[config.mk]
export PLATFORM = sky130hd
export DESIGN_NAME = matrix_load
export DESIGN_NICKNAME = d
export VERILOG_FILES = /design/src/rtl/matrix_load.sv
export SDC_FILE = /design/constraint.sdc
export NUM_CORES = 1
export LEC_CHECK = 0
export CORE_ASPECT_RATIO = 0.6
export CORE_MARGIN = 2
export CORE_UTILIZATION = 35
export CTS_CLUSTER_DIAMETER = 120
export DETAILED_ROUTE_END_ITERATION = 10
export PLACE_DENSITY = 0.7
export SLEW_MARGIN = 20
export SYNTH_ARGS = -nofsm -noshare
export SYNTH_HDL_FRONTEND = slang
export SYNTH_SLANG_ARGS = --single-unit
[constraint.sdc]
create_clock -name clk -period 1.7 [get_ports clk]
set_input_delay 0.34 -clock clk [delete_from_list [all_inputs] [get_ports clk]]
set_output_delay 0.34 -clock clk [all_outputs]
set_load 0.01 [all_outputs]
[src/rtl/matrix_load.sv]
// matrix_load: packs a serial element stream into matrix_add operands and manages the start/complete handshake
module matrix_load #(
  parameter int SIZE    = 2,
  parameter int WIDTH   = 64,
  parameter int TIMEOUT = 1024
) (
  input  logic                       clk,
  input  logic                       rst,
  input  logic [WIDTH-1:0]           in_data,
  input  logic                       in_valid,
  output logic                       in_ready,
  output logic [SIZE*SIZE*WIDTH-1:0] op_a,
  output logic [SIZE*SIZE*WIDTH-1:0] op_b,
  output logic                       enable,
  input  logic                       add_ready,
  output logic                       busy,
  output logic                       timeout
);
  localparam int N  = SIZE * SIZE;
  localparam int KW = N > 1 ? $clog2(N) : 1;
  localparam int TW = TIMEOUT > 1 ? $clog2(TIMEOUT) : 1;
  typedef enum logic [1:0] {LOAD_A, LOAD_B, FIRE, WAIT} state_t;
  state_t state, state_n;
  logic [KW-1:0] k;
  logic [TW-1:0] wcnt;
  logic ar_q, run, xfer, last, rise, expired;
  assign xfer    = in_valid && in_ready;
  assign last    = k == KW'(N - 1);
  assign rise    = add_ready && !ar_q;
  assign expired = wcnt == TW'(TIMEOUT - 1);
  assign busy    = state != LOAD_A || k != '0;
  // next state and per-state outputs; run keeps in_ready low until the first edge after reset
  always_comb begin
    state_n  = state;
    in_ready = 1'b0;
    enable   = 1'b0;
    timeout  = 1'b0;
    case (state)
      LOAD_A: begin
        in_ready = run;
        if (xfer && last) state_n = LOAD_B;
      end
      LOAD_B: begin
        in_ready = run;
        if (xfer && last) state_n = FIRE;
      end
      FIRE: begin
        enable  = 1'b1;
        state_n = WAIT;
      end
      default: begin
        if (rise) state_n = LOAD_A;
        else if (expired) begin
          timeout = 1'b1;
          state_n = LOAD_A;
        end
      end
    endcase
  end
  // state, counters and add_ready history
  always_ff @(posedge clk or negedge rst) begin
    if (!rst) begin
      state <= LOAD_A;
      k     <= '0;
      wcnt  <= '0;
      ar_q  <= 1'b0;
      run   <= 1'b0;
    end else begin
      state <= state_n;
      ar_q  <= add_ready;
      run   <= 1'b1;
      if (xfer) k <= last ? '0 : k + 1'b1;
      if (state == FIRE) wcnt <= '0;
      else if (state == WAIT && !expired) wcnt <= wcnt + 1'b1;
    end
  end
  // operand slots; each is written only by a transfer in its own load phase
  always_ff @(posedge clk or negedge rst) begin
    if (!rst) begin
      op_a <= '0;
      op_b <= '0;
    end else if (xfer) begin
      if (state == LOAD_A) op_a[k*WIDTH +: WIDTH] <= in_data;
      else op_b[k*WIDTH +: WIDTH] <= in_data;
    end
  end
endmodule
-- After elaboration in Yosys (flattened, before gate mapping)
Cells that the tools add are included.
- flip-flop bits (word level): 528
- output and inout port bits: 516
- word-level logic and storage cells: 52
- $add $sub $neg: 3
- eq/ne operators: 7
- shift-type cells: 2
- muxes and demuxes: 15
- bitwise operators: 1
- reductions and logical operators: 17
- operators by type and width (cell ; count):
    256-bit bitwise mux ; 2
    64-bit by 34-bit variable shift with 256-bit output, first input constant ; 1
    64-bit by 34-bit indexed part select with 256-bit output ; 1
    8-bit negator with 34-bit output ; 1
    10-bit two-way mux ; 2
    10-bit by 1-bit adder with 10-bit output, second input constant ; 1
    10-bit == test, second input constant ; 1
    2-bit two-way mux ; 5
    2-bit == test, second input constant ; 3
    2-bit one-hot mux with 3 select lines ; 1
    2-bit nonzero test ; 3
    1-bit two-way mux ; 5
    5-bit nonzero test ; 1
    1-bit logical AND ; 4
    2-bit != test, second input constant ; 2
    2-bit AND reduction ; 2
    3-bit AND reduction ; 1
    3-bit OR reduction ; 1
    2-bit by 1-bit adder with 2-bit output, second input constant ; 1
    2-bit by 1-bit == test with 1-bit output, second input constant ; 1
    1-bit zero test ; 2
    2-bit zero test ; 1
    2-bit OR reduction ; 1
    1-bit logical OR ; 1
    1-bit NOT ; 1

-- Depth between registers and ports, before layout
Gate-level depths: netlist of the first run.
- depth in word-level cells: 7
- depth in mapped cells: 9
- mapped depth without buffers: 6

-- Least setup slack after synthesis of the first run
No wires, ideal clock.
- path type: register to register
- start point: register k[0]
- end point: register op_b[10]
- library setup time: 0.121 ns
- arrival: 1.606 ns
- data required time: 1.579 ns
- slack: -0.027 ns
- cell stages (with the launch flop): 9
- buffers on the path: 3
- clock period less this slack: 1.727 ns
- path through: dfrtp_1 > inv_2 > ha_1 > buf_2 > nor3b_1 > and2_1 > buf_6 > buf_6 > a22o_1
- word-level cells in the longest chain between the ends: 3
- elaborated cells between the ends (all ways): 4
- those cells by class: 1 x add/sub; 2 x shift; 1 x mux
- ends and longest elaborated chain (item ; RTL line ; source):
    from (decl) ; 24 ; logic [KW-1:0] k;
    from (signal assigned) ; 72 ; if (xfer) k <= last ? '0 : k + 1'b1;
    8-bit negator with 34-bit output (*) ; 84 ; else op_b[k*WIDTH +: WIDTH] <= in_data;
    64-bit by 34-bit indexed part select with 256-bit output or 64-bit by 34-bit variable shift with 256-bit output (tied branches) ; 84 ;
    256-bit bitwise mux (*) ; 84 ;
    to (signal, indexed assignment) ; 84 ;
    to (decl) ; 13 ; output logic [SIZE*SIZE*WIDTH-1:0] op_b,
Every way passes the cells marked *; elsewhere a longest branch is shown, timed or not.
A chain may end at the register's enable or synchronous reset.

-- Final worst setup path of the first run
- start point: register state[0]
- end point: register op_b[231]
- word-level cells in the longest chain between the ends: 5
- elaborated cells between the ends (all ways): 7
- those cells by class: 1 x eq/ne; 1 x mux; 1 x bitwise; 4 x reduce/logical
- ends and longest elaborated chain (item ; RTL line ; source):
    from (decl) ; 23 ; state_t state, state_n;
    from (signal assigned) ; 69 ; state <= state_n;
    2-bit by 1-bit == test with 1-bit output or 2-bit zero test (tied branches) ; 38, 83 ;
    2-bit OR reduction (no line) ; n/a ;
    1-bit two-way mux ; 38 ; case (state)
    1-bit logical AND ; 27 ; assign xfer = in_valid && in_ready;
    2-bit AND reduction (no line) (*) ; n/a ;
Marks and branches as above.

==> results.md, run 1 <==
- The starting density of the core is 0.3565.
- Setup repair after global routing could not meet its margin everywhere.
- The final reports fail on negative setup slack.
- The number of synthesized register bits is 528.
- Once detail routing completed, the nets flagged for antenna violations numbered 0.
- The total DRC errors in the routed layout is 0.
- Port buffering added 583 buffers.
- The area growth from synthesis to layout is 79.00%.
- The first global-routing pass estimated 143,400 um of wire.
- By area the synthesized netlist is led by sky130_fd_sc_hd__dfrtp_1 66%, sky130_fd_sc_hd__nand2_1 13%, sky130_fd_sc_hd__o21ai_0 11%.
- The die outline area is 59,290 um2.
- The synthesized design spends more area on one cell type than any other, namely sky130_fd_sc_hd__dfrtp_1.
- The number of warnings printed during yosys synthesis is 0.
- The count of mapped cells out of synthesis is 1,976.
- Entering global routing, the biggest net connects 82 pins.
- The number of core rows is 67.
- Of the total power, the clock network draws 0.215.
- The largest fanout of any net on the critical path is 11.
- Dividing the final minimum period by the clock period gives 1.249.
- The tightest min-delay check is of the input pin to asynchronous set/reset pin type.
- The sequential element share of the synthesized area is 0.6589.
- The top-level port count is 584.
- The number of antenna diodes in the final layout is 0.
- The later pin in the worst-skew pair is clocked with a latency of 0.58 ns.
- After routing the design area is 35,890 um2.
- The remaining global-route overflow is 0.
- The number of vias in the routed layout is 20,465.
- Static timing analysis puts the maximum clock frequency at 471.1 MHz.
- The cell at the root of the clock tree is sky130_fd_sc_hd__clkbuf_16.
- The number of global-route vias before repair came to 20,466.
- The flow ran to the end, but the final reports show violations.
- The core region is 56,250 um2.
- The number of flops mapped to enable cells by yosys is 0.
- The most frequently used flop master after synthesis is sky130_fd_sc_hd__dfrtp_1.
- Dividing the detail-routed wire length by the instance count gives 29.68 um.
- The share of flip-flops with an asynchronous set or reset after synthesis is 1.000.
- The hold violation count in the final report is 0.
- The synthesized net count is 2,053.
- The number of distinct library cells after synthesis is 49.
- The worst pin sits at a relative slew slack of 0.5908.
- The critical path capture point type is a register.
- In this run the number of H-tree levels came out at 2.
- The relative contribution of combinational cells to total power is 0.442.
- No sink is reached through more buffers than the 3 on the longest clock path.
- The average via count per standard cell is 5.701.
- For this design the static power due to leakage is 18.00 nW.
- The half-perimeter wire length after detailed placement is 50,350 um.
- Measured along the x axis, the die boundary spans 313.0 um.
- TritonCTS built the clock tree.
- The share of layout cells above drive strength 1 is 0.3398.
- The TritonCTS sink count is 528.
- Clock-pin slew was measured on the worst setup and hold paths at 0.07 ns.
- STA puts the critical path data required time at 2.13 ns.
- Cell internal power was estimated by the tool at 34.82 mW.
- Of the total power, registers draw 0.344.
- Setup violations remaining at the end of the flow were counted as 526.
- The endpoint arrival time on the critical path is 2.55 ns.
- Across all setup checks in the final design, the least slack found is -0.4226 ns.
- The average instance in the mapped netlist occupies 10.15 um2.
- The number of antenna violations at the first check in global routing is 2.
- The worst-margin pin slew is 0.6119 ns.
- The clock period minus final worst setup slack is 2.123 ns.
- The peak ir drop on the vdd network is 0.8642 mV.
- Setup total negative slack on the finished layout was measured at -121.17 ns.
- The switching power is 22.01 mW.
- The netlist area before placement is 20,050 um2.
- The final weighted congestion in routability-driven placement is 0.8437.
- The worst setup path is launched from a register.
- Of the total power, the share spent switching nets is 0.3873.
- The instance area after placement is 27,470 um2.
- The total of max-cap violations is 0.
- The total global routing track utilization is 0.3312.
- The die span in y is 189.4 um.
- The worst setup path is of the register to register kind.
- After the last flow step, the layout net total stands at 2,870.
- The final count of pins violating max slew is 0.
- Wires add up to 106,600 um.
- Counting the buffers created by CTS gives 51.
- The length of the first detailed-routing pass in iterations is 5.
- The share of synthesized area in the top cell type comes to 0.6589.
- The total power per unit cell area is 1583 nW/um2.
- The worst clock skew is 0.01645 ns.
- The number of DRC markers after the initial detailed-route iteration is 1,907.
final cells by class:
| class | instances | area, um2 |
|---|---|---|
| multi-input cells | 1311 | 8911 |
| clock buffers | 76 | 1533 |
| fillers | 4147 | 20360 |
| flip-flops and latches | 528 | 13220 |
| inverters | 5 | 21.27 |
| clock inverters | 15 | 221.5 |
| repair buffers | 896 | 11040 |
| well taps | 759 | 949.7 |
worst max-delay path, cell delays in order (launching register included):
cell                        delay, ns
sky130_fd_sc_hd__dfrtp_1         0.43
sky130_fd_sc_hd__buf_6           0.13
sky130_fd_sc_hd__inv_4           0.04
sky130_fd_sc_hd__ha_4            0.16
sky130_fd_sc_hd__and4b_4         0.39
sky130_fd_sc_hd__buf_12          0.14
sky130_fd_sc_hd__buf_12          0.14
sky130_fd_sc_hd__nand2_8         0.12
sky130_fd_sc_hd__clkbuf_16       0.23
sky130_fd_sc_hd__nand2_1         0.08
sky130_fd_sc_hd__o21ai_0         0.11
synth_stat cells (4+ instances only):
library cell	instances
sky130_fd_sc_hd__buf_6	17
sky130_fd_sc_hd__buf_4	7
sky130_fd_sc_hd__nor2_1	9
sky130_fd_sc_hd__ha_1	9
sky130_fd_sc_hd__o21ai_1	26
sky130_fd_sc_hd__buf_2	58
sky130_fd_sc_hd__dfrtp_1	528
sky130_fd_sc_hd__o21ai_0	426
sky130_fd_sc_hd__inv_1	4
sky130_fd_sc_hd__nand2_1	717
sky130_fd_sc_hd__clkbuf_1	56
sky130_fd_sc_hd__a22o_1	64
sky130_fd_sc_hd__nand3_1	4
sky130_fd_sc_hd__a21oi_1	4
what timing repair did:
action	in CTS	in global routing
setup buffers	88	24
endpoints found under the hold margin	201	0
hold buffers	1	0
gates cloned	106	26
endpoints found under the setup margin	1029	529
pin swaps	280	87
gates resized for setup	1432	404
power by group through the flow:
stage / clock network [mW] / logic (mW) / registers [mW]
floorplan: 0 / 5.24 / 20.4
global placement: 0 / 18.8 / 18.7
detailed placement: 0 / 19.2 / 18.9
CTS: 12.2 / 22.8 / 19.0
global route: 12.8 / 26.2 / 19.9
finish: 12.2 / 25.1 / 19.5
layout by cell type, fill, tap and decap left out, types with 6 or more instances in the layout:
cell                              Yosys  final
sky130_fd_sc_hd__dfrtp_1            528    526
sky130_fd_sc_hd__dlygate4sd2_1        0    510
sky130_fd_sc_hd__nand2_1            717    366
sky130_fd_sc_hd__o21ai_1             26    206
sky130_fd_sc_hd__nand2_4              0    173
sky130_fd_sc_hd__o21ai_2              1    171
sky130_fd_sc_hd__nand2_2              0    170
sky130_fd_sc_hd__buf_16               0     98
sky130_fd_sc_hd__buf_12               0     84
sky130_fd_sc_hd__buf_4                7     73
sky130_fd_sc_hd__o21ai_0            426     70
sky130_fd_sc_hd__clkbuf_16            0     69
sky130_fd_sc_hd__clkdlybuf4s50_1      0     66
sky130_fd_sc_hd__a22o_1              64     64
sky130_fd_sc_hd__buf_6               17     35
sky130_fd_sc_hd__nand2_8              0     16
sky130_fd_sc_hd__clkbuf_8             0     12
sky130_fd_sc_hd__clkbuf_1            56     11
sky130_fd_sc_hd__nor2_1               9      9
sky130_fd_sc_hd__buf_8                0      8
sky130_fd_sc_hd__o21ai_4              0      6
sky130_fd_sc_hd__ha_4                 0      6
flip-flops by register name (all words and copies together) (netlist names):
| register | count |
|---|---|
| k | 2 |
| run | 1 |
| state | 2 |
| op_b | 256 |
| ar_q | 1 |
| wcnt | 10 |
| op_a | 256 |
worst paths after layout:
path,cells past startpoint,slack (ns),start,endpoint
worst max-delay path,10,-0.42,state[0],op_b[231]
worst min-delay path,2,0.24,rst,op_b[13]
worst max register to register,10,-0.42,state[0],op_b[231]
worst min register to register,2,0.48,op_a[255],op_a[255]
max in group asynchronous,4,0.63,rst,op_a[100]
min in group clk,1,0.24,add_ready,ar_q
kinds of logic (layout without fill, tap and decap cells):
| group | Yosys count | after routing | share of synthesized area |
|---|---|---|---|
| buffers and inverters | 145 | 992 | 0.03843 |
| AO/OA/AOI/OAI | 534 | 534 | 0.1475 |
| AND/OR/NAND/NOR | 752 | 760 | 0.1459 |
| XOR/XNOR | 2 | 2 | 0.0008737 |
| multiplexers | 5 | 5 | 0.002621 |
| other | 1 | 1 | 0.0001870 |
| flip-flops | 528 | 528 | 0.6589 |
| adder cells (fa/ha/maj) | 9 | 9 | 0.005616 |
routing by layer:
layer  vias to the layer above  GRT usage  share of wire
li1                       8294          -              -
met1                     10363     0.4389           0.39
met2                      1443     0.5097           0.44
met3                       363     0.1019           0.12
met4                         2     0.1290          0.046
met5                         -          0        0.00014
metrics by stage:
stage / hold slack (ns) / utilization / setup WS (ns) / cells / total power [mW]
2_1_floorplan: 0.04441 / - / 0.003372 / 1976 / 25.61
3_3_place_gp: 0.2144 / 0.4884 / -0.2869 / 3281 / 37.56
3_5_place_dp: 0.2136 / 0.4884 / -0.3029 / 3281 / 38.04
4_1_cts: 0.2106 / 0.6122 / -0.3296 / 3566 / 53.98
5_1_grt: 0.2282 / 0.6381 / -0.4619 / 3590 / 58.83
6_report: 0.2431 / 0.6381 / -0.4226 / 3590 / 56.83
Power figures use the tool's default switching activity.
==> run 2, diff against run 1 <==
--- a/config.mk
+++ b/config.mk
@@ -7,10 +7,10 @@
 export LEC_CHECK = 0
 export CORE_ASPECT_RATIO = 0.6
 export CORE_MARGIN = 2
-export CORE_UTILIZATION = 35
+export CORE_UTILIZATION = 43
 export CTS_CLUSTER_DIAMETER = 120
 export DETAILED_ROUTE_END_ITERATION = 10
-export PLACE_DENSITY = 0.7
+export PLACE_DENSITY = 0.82
 export SLEW_MARGIN = 20
 export SYNTH_ARGS = -nofsm -noshare
 export SYNTH_HDL_FRONTEND = slang
==> run 2 against run 1 <==
The flow still finishes with violations (negative setup slack). Die area fell by 18%. Core utilization rose by 11 points. Setup slack got worse by 0.0011 ns. Largest cell class unchanged.
==> results.md, run 2 (synthesized netlist as in run 1, its figures left out) <==
- The run finished, with violations left.
- The checks that failed: negative setup slack.
- The category of the worst setup path launch point is a register.
- The share of layout cells above drive strength 1 came to 0.3124 (-0.02738).
- The final sum of negative setup slack came to -123.94 ns (-2.763 ns).
- The hold violation count in the final report came to 0 (unchanged).
- In the final layout, the registers with the most flip-flops are op_a (256), op_b (256), wcnt (10).
- The setup violation total in the final timing report is 529 (+0.57%).
- The combined flip-flop and latch cell area came to 13,210 um2 (about the same).
- The endpoint arrival time on the critical path is 1.78 ns (-0.77 ns).
- The reported leakage power is 17.84 nW (-0.90%).
- The worst-margin pin slew came to 0.7683 ns (+0.1565 ns).
- The clock period minus final worst setup slack is 2.124 ns (+0.001117 ns).
- The deepest clock path buffer count is 3 (unchanged).
- The area of the core was 46,180 um2 (-18%).
- The met2 routing resource usage after global routing is 0.5532 (+0.04348).
- The cell at the root of the clock tree is sky130_fd_sc_hd__clkbuf_16.
- The global routing met1 resource utilization is 0.4621 (+0.02317).
- The final count of pins violating max slew was 0 (unchanged).
- The critical path capture point type is a primary output.
- The cell count after placement is 3,150 (-4.0%).
- The worst reg2reg path depth is 10 (unchanged).
- The required time of the worst setup path is 1.36 ns (-0.77 ns).
- TritonCTS built the clock tree.
- The remaining global-route overflow is 0 (unchanged).
- The power after layout is 57.48 mW (+1.1%).
- The number of DRC markers after the initial detailed-route iteration is 2,193 (+15%).
- The length of the first detailed-routing pass in iterations was 6 (+1).
- The maximum clock frequency is 470.9 MHz (about the same).
- The post-route fraction of the period consumed by the critical path is 1.249 (about the same).
- The horizontal extent of the die is 282.8 um (-9.7%).
- The die span in y was 171.3 um (-9.6%).
- The maximum number of pins on one net before global-route repair is 84 (+2.4%).
- The top-level port count is 584 (unchanged).
- Leaving out fill and tap cells, the most frequent cells in the layout are 528 x sky130_fd_sc_hd__dfrtp_1, 510 x sky130_fd_sc_hd__dlygate4sd2_1, 429 x sky130_fd_sc_hd__nand2_1.
- The worst setup path is of the register to primary output kind.
- The total of max-cap violations is 0 (unchanged).
- The clock latency at the later pin of the worst-skew pair is 0.58 ns (about the same).
- The clock input transition at the sequential cells of the worst setup and hold paths is 0.07 ns (about the same).
- The fill cell instance count of the final layout is 2,772 (-33%).
- The total global routing track utilization is 0.3638 (+0.03260).
- The total power per unit cell area is 1657 nW/um2 (+4.7%).
- The count of input and output buffers was 583 (unchanged).
- The worst clock skew is 0.01903 ns (+0.002572 ns).
- met2 is the most crowded layer.
- The class of the tightest hold or removal check is input pin to asynchronous set/reset pin.
- The number of vias in the routed layout was 21,278 (+4.0%).
- The number of core rows came to 61 (-9.0%).
- The TritonCTS sink count is 528 (unchanged).
- The die outline area is 48,430 um2 (-18%).
- The starting density of the core was 0.4343 (+0.07778).
- The most common library cell in the layout ignoring fill and taps is sky130_fd_sc_hd__dfrtp_1.
- Setup repair after global routing could not meet its margin everywhere.
- The tightest slew margin relative to the limit is 0.4862 (-0.1046).
- The number of buffers added by the clock tree synthesis step is 50 (-2.0%).
- The final weighted congestion in routability-driven placement was 0.8502 (+0.77%).
- The largest fanout of any net on the critical path came to 2 (-9).
- The wire length of the first global-routing pass is 129,300 um (-9.8%).
- The area used by multi-input combinational logic is 8736 um2 (-2.0%).
- The final wirelength is 106,400 um (-0.15%).
- The post-route antenna net violation count came to 0 (unchanged).
- The number of global-route vias before repair is 20,074 (-1.9%).
- The H-tree depth is 2 (unchanged).
- The count of inserted antenna diode cells is 0 (unchanged).
- The detail-routed net length per standard cell is 31.10 um (+4.8%).
- The final worst hold slack is 0.2415 ns (-0.001605 ns).
- The average via count per standard cell came to 6.220 (+9.1%).
- Relative to the synthesized area, the layout overhead comes to 73.00%.
- The non-filler instance count after layout is 3,421 (-4.7%).
- The peak ir drop on the vdd network is 1.222 mV (+41%).
- The total DRC errors in the routed layout came to 0 (unchanged).
- The slack of the critical path is -0.4237 ns (-0.001117 ns).
- The met3 track demand over resource is 0.1186 (+0.01672).
- The half-perimeter wire length after detailed placement was 50,090 um (-0.52%).
- The number of antenna violations at the first check in global routing came to 1 (-1).
- The final net count was 2,832 (-1.3%).
## run 2: cell types whose count changed in the layout (fill, tap and decap cells not counted), moves of 12 or more
| cell | before | now |
|---|---|---|
| sky130_fd_sc_hd__buf_12 | 84 | 67 |
| sky130_fd_sc_hd__buf_16 | 98 | 61 |
| sky130_fd_sc_hd__clkbuf_16 | 69 | 82 |
| sky130_fd_sc_hd__nand2_1 | 366 | 429 |
| sky130_fd_sc_hd__nand2_2 | 170 | 118 |
| sky130_fd_sc_hd__nand2_4 | 173 | 161 |
| sky130_fd_sc_hd__o21ai_0 | 70 | 112 |
| sky130_fd_sc_hd__o21ai_1 | 206 | 155 |
## run 2: worst paths after layout
path,start,endpoint,slack [ns]
max,wcnt[1],timeout,-0.42
min,rst,op_a[126],0.24
max reg2reg,k[0],op_a[251],-0.39
min reg2reg,op_b[168],op_b[168],0.48
max in group asynchronous,rst,op_a[169],0.57
min in group clk,add_ready,ar_q,0.28
## run 2: repair_timing
item,CTS,global route
pin swaps,102,219
gates resized for setup,985,694
endpoints found under the hold margin,129,0
gates cloned,64,51
setup endpoints to repair,1024,526
buffers inserted,42,33
hold buffers,1,0
## run 2: layout make-up
type / count / area share
inverter: 5 / 0.0005410
multi-input combinational: 1310 / 0.2518
clock inverter: 18 / 0.006780
sequential: 528 / 0.3809
clock buffer: 70 / 0.04231
tap: 630 / 0.02272
timing repair buffer: 860 / 0.2950
## run 2: critical path, stage by stage (launching register included)
cell and delay, ns:
sky130_fd_sc_hd__dfrtp_1 0.40, sky130_fd_sc_hd__ha_4 0.17, sky130_fd_sc_hd__nand2_4 0.05, sky130_fd_sc_hd__nor3_4 0.15, sky130_fd_sc_hd__and3_1 0.26, sky130_fd_sc_hd__buf_2 0.17
## run 2: power breakdown
part	leakage, nW	internal, mW	switching (mW)
logic	9.72	11.7	14.5
registers	7.27	16.4	2.82
clock network	0.844	6.79	5.20
total	17.8	34.9	22.6
## run 2: stage by stage
stage | worst slack, ns | util | cell area [um2]
after floorplan | 0.003372 | - | 20060
after global placement | -0.2098 | 0.5895 | 27220
after detailed placement | -0.3091 | 0.5895 | 27220
after CTS | -0.4154 | 0.6812 | 31460
after global routing | -0.4573 | 0.7513 | 34690
final | -0.4237 | 0.7513 | 34690
## run 2: metal layers
layer / part of all wire / wire (um) / vias to the layer above
li1: - / - / 8248
met1: 0.35 / 37460 / 10512
met2: 0.43 / 46130 / 1909
met3: 0.14 / 14660 / 609
met4: 0.077 / 8144 / 0
met5: 0 / 0 / -
==> run 3, diff against run 2 <==
--- a/config.mk
+++ b/config.mk
@@ -5,6 +5,7 @@
 export SDC_FILE = /design/constraint.sdc
 export NUM_CORES = 1
 export LEC_CHECK = 0
+export CAP_MARGIN = 25
 export CORE_ASPECT_RATIO = 0.6
 export CORE_MARGIN = 2
 export CORE_UTILIZATION = 43
==> results of run 3 <==
Final layout, timing and power as in run 2 (identical DEF).
==> RTL edit: new RTL, settings of run 2 <==
Set the parameter `TIMEOUT` to 4096 (it was 1024).
--- a/src/rtl/matrix_load.sv
+++ b/src/rtl/matrix_load.sv
@@ -4,3 +4,3 @@
   parameter int WIDTH   = 64,
-  parameter int TIMEOUT = 1024
+  parameter int TIMEOUT = 4096
 ) (
Behaviour: no difference found for any inputs over 4 cycles, from zero or initial values and one cycle with rst low; that may be too few to reach the edited logic, so the function may still have changed.
==> RTL edit against run 2 <==
The run still ends with negative setup slack left; synthesized area down 0.90%; design area grew 9.7%; worst setup slack worse by 0.044 ns; routed wire length rose by 17%; total power shrank 1.3%; register-to-register slack got worse by 0.08 ns; sequential share of layout area shrank 3.2 points; sequential cell count rose by 2; cell count is 2.0% lower; highest routed layer is now met5.
==> RTL edit: results (changes against run 2) <==
Status
  • Outcome: finished, violations left (unchanged)
  • Failing checks: negative setup slack (unchanged)

Placement
  • DP HPWL: 49.54 mm (was 50.09 mm)
  • Placed Area: 0.02711 sq mm (was 0.02722 sq mm)
  • GP Congestion: 0.8839 (was 0.8502)

CTS
  • CTS max path bufs: 3 (unchanged)
  • Clock Latency Late Sink: 0.59 ns
  • CTS H-tree lvls: 2 (unchanged)
  • Root Buffer: clkbuf_16 (unchanged)

Global routing
  • First-pass GRT wire length: 122.6 mm (was 129.3 mm)
  • Vias in the first global route: 18990 (was 20070)
  • Initial antenna violation count: 2 (was 1)
  • Met2 usage: 52.94% (was 55.32%)
  • Met1 Usage GRT: 45.89% (was 46.21%)
  • GRT Total Usage: 34.58% (was 36.38%)
  • Met3 usage: 9.791% (was 11.86%)
  • Largest net degree at the start of global routing: 80 (was 84)
  • Overflow after GRT: 0 (unchanged)

Timing
  • Worst setup margin: -0.4678 ns (was -0.4237 ns)
  • Slew Limit Headroom: 50.70% (was 48.62%)
  • Endpoints failing setup: 545 (was 529)
  • Clock skew: 0.02340 ns (was 0.01903 ns)
  • TNS Setup: -143.88 ns (was -123.94 ns)

Synthesis
  • Async set or reset register ratio after synthesis: 100.0% (unchanged)
  • Syn Nets: 1928 (was 2053)
  • Sequential share of the synthesized area: 66.74% (was 65.89%)
  • Main area contributors after synthesis: dfrtp_1 (67%), nand2_1 (11%), o21ai_1 (5.9%) (was dfrtp_1 (66%), nand2_1 (13%), o21ai_0 (11%))
  • Yosys warns: 0 (unchanged)
  • Synth cell types: 44 (was 49)
  • Ys flop type: dfrtp_1 (unchanged)
  • Commonest cells in the netlist: nand2_1 (587), dfrtp_1 (530), o21ai_1 (233) (was nand2_1 (717), dfrtp_1 (528), o21ai_0 (426))

Detailed routing
  • Initial DRC count: 2594 (was 2193)
  • # DRC: 0 (unchanged)
  • DR vias: 22270 (was 21280)
  • WL/cell: 37.26 um (was 31.10 um)

Power and ir drop
  • Leak Pwr: 24.02 nW (was 17.84 nW)
  • Net Sw Power: 22.32 mW (was 22.57 mW)
  • IR drop worst, VDD: 1072 uV (was 1222 uV)

Critical path
  • Max incr delay on CP: 0.45 ns (was 0.40 ns)
  • Max Fanout on Critical Path: 8 (was 2)
  • Data arrival time of the critical path: 2.63 ns (was 1.78 ns)
  • Max stage delay cell, worst path: dfrtp_1 (unchanged)

Final layout
  • Nets: 2768 (was 2832)
  • Fillcell total: 1884 (was 2772)
  • Regs by FF count: op_a: 256 flops, op_b: 256 flops, wcnt: 12 flops (was op_a: 256 flops, op_b: 256 flops, wcnt: 10 flops)
  • Share of cells above drive strength 1: 41.58% (was 31.24%)

Worst hold path
  • Hold Crit Class: input port to asynchronous set/reset pin (unchanged)
-- RTL edit: path summary, 6_finish.rpt --
path | to | from | slack [ns] | cells past startpoint
max reg2reg | op_b[33] | state[0] | -0.47 | 9
min | op_a[188] | rst | 0.25 | 2
min reg2reg | op_b[82] | op_b[82] | 0.48 | 2
max in group asynchronous | op_b[87] | rst | 0.62 | 3
min in group clk | ar_q | add_ready | 0.25 | 1
max | op_b[33] | state[0] | -0.47 | 9
-- RTL edit: worst max-delay path: cells and delay by family (launching register included) --
kind	cells	cell delay, ns
adder cells (fa/ha/maj)	1	0.17
buffers and inverters	5	0.66
flip-flops	1	0.45
AND/OR/NAND/NOR	2	0.52
AO/OA/AOI/OAI	1	0.23
-- RTL edit: kinds of logic (layout without fill, tap and decap cells) --
logic type,after synthesis,in the layout,share of synthesized area (%)
buf+inv,139,1005,3.690
compound gates,535,535,16.06
xor+xnor,1,1,0.04408
simple gates,632,645,12.66
other cells,1,3,0.01887
mux,4,4,0.2141
fa+ha+maj,9,9,0.5667
flops,530,530,66.74
-- RTL edit: cell type report --
class                           count  area share [%]
Tap cell                          620           2.038
Multi-Input combinational cell   1195           25.75
Sequential cell                   530           34.85
Antenna cell                        2         0.01315
Clock buffer                       71           3.840
Inverter                            6         0.08548
Timing Repair Buffer              908           32.86
Clock inverter                     20          0.5589
-- RTL edit: power by group through the flow --
| stage | sequential, mW | combinational (mW) | clock [mW] |
|---|---|---|---|
| after floorplan | 19.2 | 4.99 | 0 |
| after global placement | 17.8 | 15.8 | 0 |
| after detailed placement | 18.0 | 16.3 | 0 |
| after CTS | 17.8 | 17.6 | 11.6 |
| after global routing | 19.0 | 26.4 | 12.4 |
| final | 18.8 | 25.9 | 12.0 |
-- RTL edit: repair_timing --
| action | CTS | global route |
|---|---|---|
| hold endpoints to repair | 54 | 0 |
| pin swaps | 10 | 498 |
| hold buffers | 1 | 0 |
| resized for setup | 289 | 1571 |
| buffers inserted | 39 | 67 |
| gates cloned | 51 | 100 |
| endpoints found under the setup margin | 1033 | 937 |
-- RTL edit: through the flow --
step | power (mW) | std cells | hold slack, ns | util, % | setup slack [ns]
floorplan | 24.22 | 1851 | 0.04441 | - | -0.05584
global route | 57.74 | 3350 | 0.2547 | 84.20 | -0.4898
CTS | 47.01 | 3210 | 0.2076 | 68.45 | -0.3243
detailed placement | 34.27 | 3028 | 0.2611 | 60.00 | -0.3903
finish | 56.71 | 3352 | 0.2496 | 84.21 | -0.4678
global placement | 33.61 | 3028 | 0.2549 | 60.00 | -0.3868
-- RTL edit: metal layers --
metal / vias up / wire length (um)
li1: 8079 / -
met1: 11050 / 42440
met4: 2 / 11780
met5: - / 11
met3: 916 / 19450
met2: 2223 / 51210
